===== config.mk =====
export PLATFORM = sky130hd
export DESIGN_NAME = alu_misr32
export DESIGN_NICKNAME = d
export VERILOG_FILES = /design/src/rtl/alu_result_checker_pkg.sv /design/src/rtl/alu_result_checker_misr.sv
export SDC_FILE = /design/constraint.sdc
export NUM_CORES = 1
export LEC_CHECK = 0
export CAP_MARGIN = 15
export CORE_UTILIZATION = 50
export DETAILED_ROUTE_END_ITERATION = 7
export DONT_BUFFER_PORTS = 1
export HOLD_SLACK_MARGIN = 0.03
export PLACE_DENSITY = 0.65
export SYNTH_ARGS = -nofsm -noshare
export SYNTH_HDL_FRONTEND = slang
export SYNTH_SLANG_ARGS = --single-unit

===== constraint.sdc =====
create_clock -name clk -period 3.3 [get_ports clk]
set_clock_uncertainty 0.05 [all_clocks]
set_input_delay 0.66 -clock clk [delete_from_list [all_inputs] [get_ports clk]]
set_output_delay 0.66 -clock clk [all_outputs]
set_load 0.005 [all_outputs]

===== src/rtl/alu_result_checker_pkg.sv =====
// Shared constants for the ALU result checker: MISR defaults, FSM state encodings
// and the single-step MISR function used by alu_misr32.
package alu_result_checker_pkg;

    localparam int          ALU_CHK_CNT_W = 16;
    localparam logic [31:0] ALU_CHK_SEED  = 32'h0000_0000;
    localparam logic [31:0] ALU_CHK_POLY  = 32'h04C1_1DB7;

    localparam logic [1:0] ST_IDLE    = 2'd0;
    localparam logic [1:0] ST_COLLECT = 2'd1;
    localparam logic [1:0] ST_COMPARE = 2'd2;
    localparam logic [1:0] ST_DONE    = 2'd3;

    // Galois-form step: shift left, fold the dropped MSB back through the polynomial, mix in data.
    function automatic logic [31:0] misrStep(input logic [31:0] sig,
                                             input logic [31:0] d,
                                             input logic [31:0] poly);
        misrStep = {sig[30:0], 1'b0} ^ (sig[31] ? poly : 32'h0) ^ d;
    endfunction

endpackage


===== src/rtl/alu_result_checker_misr.sv =====
// 32-bit Galois MISR used to compress the ALU result stream into a signature.
// clr reloads SEED and takes priority over en.
module alu_misr32
    import alu_result_checker_pkg::*;
#(
    parameter logic [31:0] SEED = ALU_CHK_SEED,
    parameter logic [31:0] POLY = ALU_CHK_POLY
)(
    input  logic        clk,
    input  logic        rst,
    input  logic        clr,
    input  logic        en,
    input  logic [31:0] d,
    output logic [31:0] sig
);

    logic [31:0] r_sig;

    always_ff @(posedge clk) begin
        if (rst || clr) begin
            r_sig <= SEED;
        end else if (en) begin
            r_sig <= misrStep(r_sig, d, POLY);
        end
    end

    assign sig = r_sig;

endmodule


==> metrics.md <==
| Metric | Value |
|---|---|
| Status | `complete, but fails checks` |
| Failing checks | `DRC` |
| Post-synthesis cell type count | `16` |
| Pwr Density | `455 nW/um^2` |
| Worst Path Max Fanout | `5` |
| Filler cell count | `276` |
| Critical path class | `flop to output port` |
| Row count | `19` |
| Synthesized area | `1540 sq um` |
| ANT cells | `0` |
| Number of synthesized register bits | `32` |
| Asr flop ratio synth | `0%` |
| First-pass GRT wire length | `roughly 4500 um` |
| Setup-failing EPs final | `0` |
| Initial drt markers | `49` |
| Initial antenna violation count | `0` |
| Least-Margin Pin Slew | `1.05 ns` |
| Maximum clock path buffer count | `2` |
| Layout cells sized above 1 | `5.30%` |
| GR Util met3 | `7.03%` |
| Clk_lat worst skew | `approximately 0.32 ns` |
| Fin. Hold Viols | `0` |
| Worst EP required | `2.59 ns` |
| Routability cong. | `0.702` |
| Met2 Use GR | `roughly 27%` |
| Gate Count Post-Synth | `156` |
| Final period util | `46.5%` |
| Clk pin slew, worst setup/hold paths | `about 0.1 ns` |
| Max VDD drop | `0.289 mV` |
| Final net count | `187` |
| Die W | `about 57 um` |
| Most frequent cells in the layout | `xnor2_1 (32), dfxtp_1 (32), nor2_1 (19), a211oi_1 (19)` |
| I/O pin count | `68` |
| Clk sinks | `32` |
| Post-synth EDFFs | `0` |
| CTS buffer count | `5` |
| RSZ-0062 raised after global routing | `no` |
| Syn_area_per_cell | `between 9 and 10 sq um` |
| Hold bufs inserted after CTS | `0` |
| CTS tree | `yes` |
| Max Clk Rate | `652 MHz` |
| Mapped Nets | `192` |
| Root Buffer | `clkbuf_4` |
| Worst reg-to-reg setup slack | `1.79 ns` |
| Post-CTS Resized | `0` |
| Max-slew violations | `0` |
| Vias | `1006` |
| Crit start category | `flop` |
| Rel. slew slack | `between 20% and 30%` |
| DR pass1 iterations | `6` |
| Synth warn | `0` |
| Final worst path period need | `1.53 ns` |
| Drt drc | `3` |
| Met1 GRT Util | `around a quarter` |
| Core Area | `2830 sq um` |
| Largest net degree at the start of global routing | `54` |
| Max reg flops | `32` |
| Max-Cap Viols | `0` |
| TNS Setup | `0 ns` |
| DRT antenna net count | `0` |
| Final WL | `2830 um` |
| Leak pwr | `0.507 nW` |
| GRT Total Usage | `between 10% and 20%` |
| Busiest grt layer | `met2` |
| Post-detail-place hpwl | `~2000 um` |
| Total grt overflow | `0` |
| Hold WC Path Type | `input port to flop` |
| Initial core utilization | `between 50% and 60%` |
| Height of the die | `57.5 um` |
| Area delta synth->final | `0.325%` |
| Vias in the first global route | `988` |
| Input/output buffers | `0` |
| DIE AREA | `3300 sq um` |
| CP Capture Type | `output port` |
| Register area share after synthesis | `41.7%` |
| CP Data Arrival Time | `~0.82 ns` |
| Worst hold slack | `about 0.38 ns` |
| Synth Flop Type | `dfxtp_1` |
| Postcts setup bufs | `0` |
| Htree depth | `2` |
| Vias/cell | `5.53` |
| Per-cell routed wire length | `15.5 um` |
[power by group]
part | total (mW) | internal (mW) | switching (mW)
Sequential | 0.425 | 0.404 | 0.0214
Clock | 0.199 | 0.0784 | 0.121
Combinational | 0.0778 | 0.0461 | 0.0317
Total | 0.702 | 0.528 | 0.174
[metal layers]
layer  vias up  part of all wire [%]  wire length, um
met3         4                   9.0              254
met5         -                     0                0
met2        41                    44             1260
met1       446                    45             1280
li1        515                     -                -
met4         0                   1.2               34
[cell families (layout without fill, tap and decap cells)]
| logic type | count (synthesis) | after routing | synth area share [%] |
|---|---|---|---|
| AOI/OAI and AO/OA | 32 | 32 | 13.5 |
| xor gates and xnor gates | 32 | 32 | 18.2 |
| buffers and inverters | 12 | 7 | 5.21 |
| DFF | 32 | 32 | 41.7 |
| muxes | 13 | 13 | 8.46 |
| and+or+nand+nor | 35 | 35 | 12.9 |
[layout make-up]
type | instances | area [sq um] | share of cell area, %
multi-input combinational | 112 | 817 | 53.0
tap | 31 | 38.8 | 2.51
clock inverter | 1 | 5.00 | 0.324
sequential | 32 | 641 | 41.5
clock buffer | 6 | 41.3 | 2.68
[metrics by stage]
step	instance area, sq um	total power [mW]	util, %	std cells	setup slack, ns
floorplan	1540	0.511	-	156	1.81
global placement	1500	0.511	52.9	175	1.43
detailed placement	1500	0.513	52.9	175	1.41
CTS	1540	0.712	54.5	182	1.74
global route	1540	0.742	54.5	182	1.66
finish	1540	0.702	54.5	182	1.77
[final timing paths]
check / start / to / depth (start not counted)
worst max register to register: sig[31]$_SDFFE_PP0P_ / sig[7]$_SDFFE_PP0P_ / 3
worst min-delay path: en / sig[21]$_SDFFE_PP0P_ / 1
worst min register to register: sig[7]$_SDFFE_PP0P_ / sig[7]$_SDFFE_PP0P_ / 2
worst max-delay path: sig[31]$_SDFFE_PP0P_ / sig[31] / 0
[synth_stat cells (2+ instances only)]
| cell | instances | share of area, % |
|---|---|---|
| nand2b_1 | 13 | 5.3 |
| nor2_1 | 19 | 4.6 |
| buf_6 | 3 | 2.2 |
| xnor2_1 | 32 | 18 |
| buf_2 | 6 | 2.0 |
| mux2i_1 | 13 | 8.5 |
| dfxtp_1 | 32 | 42 |
| o21ai_0 | 2 | 0.65 |
| a211oi_1 | 19 | 9.3 |
| o21ai_1 | 11 | 3.6 |
Note: power is estimated with default switching activity, not from simulation.
